===== src/rtl/wb8_mem32_resp.sv =====
// wb8_mem32_resp: Wishbone responder for the 8-bit, 24-bit-address byte bus.
// Maps a window of that bus onto a 32-bit synchronous word memory port, one byte per bus cycle.
// Optional feature: define WB8_MEM32_RDBUF_EN to add a one-word read buffer so the bridge's
// four consecutive byte reads of a word cost a single memory read. Without it every read
// goes to memory and cache_inv_i is ignored.
// Bit numbering is big-endian throughout: bit 0 is the MSB, byte lane 0 is bits [0:7].
module wb8_mem32_resp #(
    parameter int          MEM_AW   = 11,
    parameter logic [23:0] BASE_ADR = 24'h000000
) (
    input  logic              clk,
    input  logic              reset_n,
    input  logic [0:23]       wb_adr_i,
    input  logic [0:7]        wb_dat_i,
    output logic [0:7]        wb_dat_o,
    input  logic              wb_we_i,
    input  logic [0:0]        wb_sel_i,
    input  logic              wb_stb_i,
    input  logic              wb_cyc_i,
    output logic              wb_ack_o,
    output logic [0:MEM_AW-1] mem_adr_o,
    output logic              mem_en_o,
    output logic              mem_we_o,
    output logic [0:3]        mem_be_o,
    output logic [0:31]       mem_dat_o,
    input  logic [0:31]       mem_dat_i,
    input  logic              cache_inv_i
);

    typedef enum logic [1:0] {
        IDLE    = 2'd0,
        RD_WAIT = 2'd1,
        ACK     = 2'd2
    } state_e;

    // Clears the byte offset inside the window, leaving only the bits that select the window.
    localparam logic [23:0] WIN_MASK = ~((24'd4 << MEM_AW) - 24'd1);

    state_e            state_q, state_d;
    logic [0:7]        rdata_q, rdata_d;
    logic              mem_en_q, mem_en_d;
    logic              mem_we_q, mem_we_d;
    logic [0:3]        mem_be_q, mem_be_d;

    logic              hit;
    logic              req;
    logic [1:0]        lane;
    logic [4:0]        lane_bit;
    logic [0:MEM_AW-1] word_adr;
    logic              buf_hit;

    assign hit      = ((wb_adr_i & WIN_MASK) == BASE_ADR);
    assign req      = wb_cyc_i & wb_stb_i & hit;
    assign lane     = wb_adr_i[22:23];
    assign lane_bit = {lane, 3'b000};
    assign word_adr = wb_adr_i[22-MEM_AW:21];

`ifdef WB8_MEM32_RDBUF_EN
    logic [0:31]       rbuf_q, rbuf_d;
    logic [0:MEM_AW-1] tag_q, tag_d;
    logic              valid_q, valid_d;

    assign buf_hit = valid_q && (tag_q == word_adr);
`else
    logic unused_cache_inv;

    assign buf_hit          = 1'b0;
    assign unused_cache_inv = cache_inv_i;
`endif

    // Next-state and registered-output decode for the IDLE/RD_WAIT/ACK sequencer.
    always_comb begin
        // NOTE: every signal written here gets a default first, so no path can infer a latch.
        state_d  = state_q;
        rdata_d  = rdata_q;
        mem_en_d = 1'b0;
        mem_we_d = 1'b0;
        mem_be_d = 4'b0000;
`ifdef WB8_MEM32_RDBUF_EN
        rbuf_d   = rbuf_q;
        tag_d    = tag_q;
        valid_d  = valid_q;
`endif
        case (state_q)
            IDLE: begin
                if (req) begin
                    if (wb_we_i) begin
                        // A write with sel=0 still completes on the bus but touches nothing.
                        mem_en_d = wb_sel_i[0];
                        mem_we_d = wb_sel_i[0];
                        mem_be_d = wb_sel_i[0] ? (4'b1000 >> lane) : 4'b0000;
`ifdef WB8_MEM32_RDBUF_EN
                        if (wb_sel_i[0] && buf_hit) begin
                            rbuf_d[lane_bit +: 8] = wb_dat_i;
                        end
`endif
                        state_d = ACK;
                    end else if (buf_hit) begin
`ifdef WB8_MEM32_RDBUF_EN
                        rdata_d = rbuf_q[lane_bit +: 8];
`endif
                        state_d = ACK;
                    end else begin
                        mem_en_d = 1'b1;
                        state_d  = RD_WAIT;
                    end
                end
            end
            RD_WAIT: begin
                // Memory returns the word for the held address while mem_en_o is high.
`ifdef WB8_MEM32_RDBUF_EN
                rbuf_d  = mem_dat_i;
                tag_d   = word_adr;
                valid_d = 1'b1;
`endif
                if (wb_cyc_i) begin
                    rdata_d = mem_dat_i[lane_bit +: 8];
                    state_d = ACK;
                end else begin
                    state_d = IDLE;
                end
            end
            ACK: begin
                // Master still holds the finished request here; the next byte is taken in IDLE.
                state_d = IDLE;
            end
            default: begin
                state_d = IDLE;
            end
        endcase
`ifdef WB8_MEM32_RDBUF_EN
        // Another agent wrote memory: the buffered copy is stale, even one captured this cycle.
        if (cache_inv_i) begin
            valid_d = 1'b0;
        end
`endif
    end

    // State and bus/memory output registers.
    always_ff @(posedge clk or negedge reset_n) begin
        // NOTE: sequential state uses non-blocking assignments so all flops update together.
        if (!reset_n) begin
            state_q  <= IDLE;
            rdata_q  <= '0;
            mem_en_q <= 1'b0;
            mem_we_q <= 1'b0;
            mem_be_q <= '0;
        end else begin
            state_q  <= state_d;
            rdata_q  <= rdata_d;
            mem_en_q <= mem_en_d;
            mem_we_q <= mem_we_d;
            mem_be_q <= mem_be_d;
        end
    end

`ifdef WB8_MEM32_RDBUF_EN
    // Buffer valid flag; reset discards any buffered or in-flight word.
    always_ff @(posedge clk or negedge reset_n) begin
        if (!reset_n) begin
            valid_q <= 1'b0;
        end else begin
            valid_q <= valid_d;
        end
    end

    // Buffered word and its tag.
    always_ff @(posedge clk) begin
        // NOTE: data and tag carry no reset; they are never used while valid_q is low.
        rbuf_q <= rbuf_d;
        tag_q  <= tag_d;
    end
`endif

    assign wb_ack_o  = (state_q == ACK) & wb_cyc_i;
    assign wb_dat_o  = rdata_q;
    assign mem_en_o  = mem_en_q;
    assign mem_we_o  = mem_we_q;
    assign mem_be_o  = mem_be_q;
    assign mem_adr_o = word_adr;
    assign mem_dat_o = {4{wb_dat_i}};

endmodule

===== config.mk =====
export PLATFORM = sky130hd
export DESIGN_NAME = wb8_mem32_resp
export DESIGN_NICKNAME = d
export VERILOG_FILES = /design/src/rtl/wb8_mem32_resp.sv
export SDC_FILE = /design/constraint.sdc
export NUM_CORES = 1
export LEC_CHECK = 0
export CORE_ASPECT_RATIO = 0.6
export CORE_MARGIN = 5
export CORE_UTILIZATION = 30
export DETAILED_ROUTE_END_ITERATION = 10
export GPL_TIMING_DRIVEN = 0
export PLACE_DENSITY = 0.92
export SLEW_MARGIN = 20
export SYNTH_ARGS = -nofsm -noshare
export SYNTH_HDL_FRONTEND = slang
export SYNTH_SLANG_ARGS = --single-unit

===== constraint.sdc =====
create_clock -name clk -period 3 [get_ports clk]
set_input_delay 0.6 -clock clk [delete_from_list [all_inputs] [get_ports clk]]
set_output_delay 0.6 -clock clk [all_outputs]
set_load 0.01 [all_outputs]

## After elaboration in Yosys (flattened, before gate mapping)

Index checks and enable logic that the tools add are counted.

- Bits in registers: 16
- Logic and storage cells: 31

- Eq/ne operators: 3
- Shift-type cells: 2
- Mux-type cells: 14
- Bitwise logic cells: 4
- Reductions and logical operators: 3

Operator list:

| operator | number |
|---|---|
| $shiftx A32 B6 Y33 | 1 |
| $logic_not A24 Y1 | 1 |
| $mux W4 | 4 |
| $mux W1 | 6 |
| $mux W2 | 3 |
| $not A5 Y6 | 1 |
| $pmux W2 S2 | 1 |
| $shr A4 B2 Y4 const A | 1 |
| $and A1 B1 Y1 | 3 |
| $eq A2 B1 Y1 const B | 1 |
| $eq A2 B2 Y1 const B | 1 |
| $logic_not A2 Y1 | 1 |
| $ne A2 B2 Y1 const B | 1 |
| $reduce_and A2 Y1 | 1 |

## Depth between registers and ports, before layout

- Word-level depth: 5
- Gate-level depth with buffers: 3
- Gate-level depth less buffers: 3

## Worst setup path after synthesis

Ideal clock, no wire load.

- Path kind: input-to-reg
- From: in wb_adr_i[22] (netlist name)
- To: reg rdata_q, in the netlist wb_dat_o[0]
- Library setup time: 125 ps
- Arrival time: 1,465 ps
- Required time: 2,875 ps
- Slack: 1,410 ps
- Stages on the path: 3
- Path buffers: 1
- Cells stage by stage: clkbuf_1 mux4_2 mux2_2

- Longest elaborated chain between the ends: 2

Ends and longest elaborated chain:

| what | line | RTL |
|---|---|---|
| start, declared | 13 | `input logic [0:23] wb_adr_i,` |
| $not A5 Y6 (not written as such) | 117 | `rdata_d = mem_dat_i[lane_bit +: 8];` |
| $shiftx A32 B6 Y33 | 117 |  |
| end signal, assigned | 150 | `rdata_q <= rdata_d;` |
| end, declared | 40 | `logic [0:7] rdata_q, rdata_d;` |

Every way passes these cells.
A chain may end at the register's enable or synchronous reset.

## Worst setup path after layout

- From: in wb_cyc_i
- To: out wb_ack_o

- Longest elaborated chain between the ends: 1

Ends and longest elaborated chain:

| what | line | RTL |
|---|---|---|
| start, declared | 19 | `input logic wb_cyc_i,` |
| $and A1 B1 Y1 | 175 | `assign wb_ack_o = (state_q == ACK) & wb_cyc_i;` |
| end, declared | 20 | `output logic wb_ack_o,` |

Every way passes these cells.

==> qor.yml <==
outcome: "finished clean"
critPathLaunchType: "input port"
critical_path.top_delay_family: "buffers and inverters"
end_kind: "primary output"
num_vias: 1092
path_max_fanout: 3
seq_area_frac_synth_pct: 34.56
drt_first_pass_iters: 4
cts_tree: "yes"
max_freq_mhz: 416.1
clock_latency_ns: 0.24
cp_slowest_cell: "clkdlybuf4s50_1"
rsz0062_at_grt: "no"
syn_area_per_cell_um2: 11.25
synth_top_area_cell: "dfrtp_1"
cts_made_buffers: 3
worstPathCellList: "clkdlybuf4s50_1, nand2_1, nor2_1, clkdlybuf4s50_1"
die_h_um: 58.14
crit_arrival_ns: 1.80
hold_slack_ns: 0.5012
die_width_um: 90.23
antennaDiodeCount: 0
p_sw_share_pct: 20.85
worstSetupPathType: "in -> out"
die-area_um2: 5246
fillers: 317
initial_core_util_pct: 31.30
grt_pass1_vias: 1212
place.gp.congestion: 0.6701
hpwl_mm: 3.207
syn_inst: 103
p_seq_share_pct: 34.7
period_needed_ns: 2.403
place.port_buffers: 108
slew_viol_final: 0
clockBufferDepth: 2
ant_nets: 0
root_buffer: "clkbuf_8"
skew_ns: 0.001303
antenna_found_initial: 0
tns_ns: 0
hold_viol_final: 0
ys_types: 19
grt_util_all_layers_pct: 12.98
post_drt_via_cell_ratio: 4.168
holdCritPathClass: "reg -> reg"
cpPeakStageDelay_ns: 0.54
drt-initial-drc-count: 17
ctsResizeCount: 0
drc: 0
relSlewSlack_pct: 51.34
syn_area_um2: 1159
irDropWorstVdd_uv: 156.3
core_area_um2: 3701
leakage_nw: 1.030
io_pins: 129
worst_slew_pin_slew_ns: 0.7276
num_rows: 17
period_share_pct: 80.11
htreeDepth: 1
grt_pass1_wl_mm: 5.540
area_delta_synth_final_pct: 103.1
numClockSinks: 16
setup_viol: 0
powerDensity_nw_per_um2: 264.8
power_frac_clock_pct: 30.0
post-place-cells: 258
wirelength_mm: 3.556
cts_setup_buffers: 0
overflow: 0
drive_gt1_share_pct: 29.30
grt_max_degree: 17
drv_cap: 0
yosys_register_bits: 16
crit_top_cell: "clkdlybuf4s50_1"
yosys-top-cells-area: "dfrtp_1 35%, buf_4 28%, mux4_2 12%"
syn_nets: 174
clkSlewWorstSetupHoldPaths_ns: 0.06
instances_no_fill: 262
required_ns: 2.40
power_frac_comb_pct: 35.4
ctsHoldBuffers: 0
critPathBufInv: 2
fin_nets: 287
synth_top_cell_area_share_pct: 34.56
p_int_uw: 493.2
ys_warn_count: 0
wl_per_cell_um: 13.57
power.switching_uw: 129.9
==> power by group through the flow <==
stage          clock [mW]  sequential, mW  combinational (mW)
2_1_floorplan           0           0.220              0.0873
3_3_place_gp            0           0.220               0.218
3_5_place_dp            0           0.220               0.224
4_1_cts             0.197           0.216               0.224
5_1_grt             0.208           0.216               0.235
6_report            0.187           0.216               0.220
==> worst paths after layout <==
path                                            to                     from  depth (start not counted)  slack, ns
max                                       wb_ack_o                 wb_cyc_i                          4       0.60
max in group asynchronous  wb_dat_o[2]$_DFFE_PN0P_                  reset_n                          1       1.75
min in group asynchronous    mem_be_o[2]$_DFF_PN0_                  reset_n                          1       0.79
max reg2reg                wb_dat_o[3]$_DFFE_PN0P_   state_q[1]$_DFFE_PN0P_                          2       1.63
min                        wb_dat_o[6]$_DFFE_PN0P_  wb_dat_o[6]$_DFFE_PN0P_                          1       0.50
min reg2reg                wb_dat_o[6]$_DFFE_PN0P_  wb_dat_o[6]$_DFFE_PN0P_                          1       0.50
==> sequential cells by signal (all words and copies together), names as in the netlist <==
signal and count:
state_q 2, mem_en_o 1, mem_we_o 1, mem_be_o 4, wb_dat_o 8
==> through the flow <==
stage	power (mW)	instance area (µm²)	setup WS [ns]	utilization, %
2_1_floorplan	0.3074	1159	1.410	-
3_3_place_gp	0.4383	2298	0.6067	62.10
3_5_place_dp	0.4435	2298	0.5848	62.10
4_1_cts	0.6370	2354	0.5875	63.59
5_1_grt	0.6586	2354	0.5493	63.59
6_report	0.6231	2354	0.5966	63.59
==> cell usage after synthesis <==
master / n
mux4_2: 6
nor2b_1: 1
nand2_1: 5
clkbuf_1: 2
nor4_1: 5
or2b_1: 1
nor2_1: 2
or3_1: 1
a22oi_1: 1
dfrtp_1: 16
nor3_1: 5
mux4_1: 2
buf_6: 1
nand2b_1: 1
nand3b_1: 1
or2_2: 1
nand4b_1: 1
buf_4: 43
mux2_2: 8
==> cells by family (layout without fill, tap and decap cells) <==
group | Yosys count | in the layout | synth area share (%)
AOI/OAI and AO/OA | 1 | 1 | 0.6482
DFF | 16 | 16 | 34.56
buffers and inverters | 46 | 158 | 29.48
and+or+nand+nor | 24 | 24 | 11.34
muxes | 16 | 16 | 23.97
==> layer usage <==
layer / global-route usage (%) / wire [µm]
met2: 25.00 / 1919
met3: 4.150 / 303
met5: 0 / 0
met1: 14.25 / 1306
met4: 2.548 / 27
==> layout by cell type (no fill, tap or decap), types with 2 or more instances in the layout <==
cell type	synthesis	routed
buf_4	43	43
nor4_1	5	5
nor2_1	2	2
mux2_2	8	8
nor3_1	5	5
mux4_1	2	2
clkbuf_8	0	4
clkbuf_1	2	2
clkdlybuf4s50_1	0	108
dfrtp_1	16	16
mux4_2	6	6
nand2_1	5	5
==> cell type report <==
class	instances	area [µm²]	area share, %
Buffer	46	341.6	14.51
Clock buffer	4	55.05	2.339
Multi-Input combinational cell	41	416.7	17.70
Sequential cell	16	400.4	17.01
Tap cell	47	58.81	2.499
Timing Repair Buffer	108	1081	45.93
(Power assumes the default switching activity.)
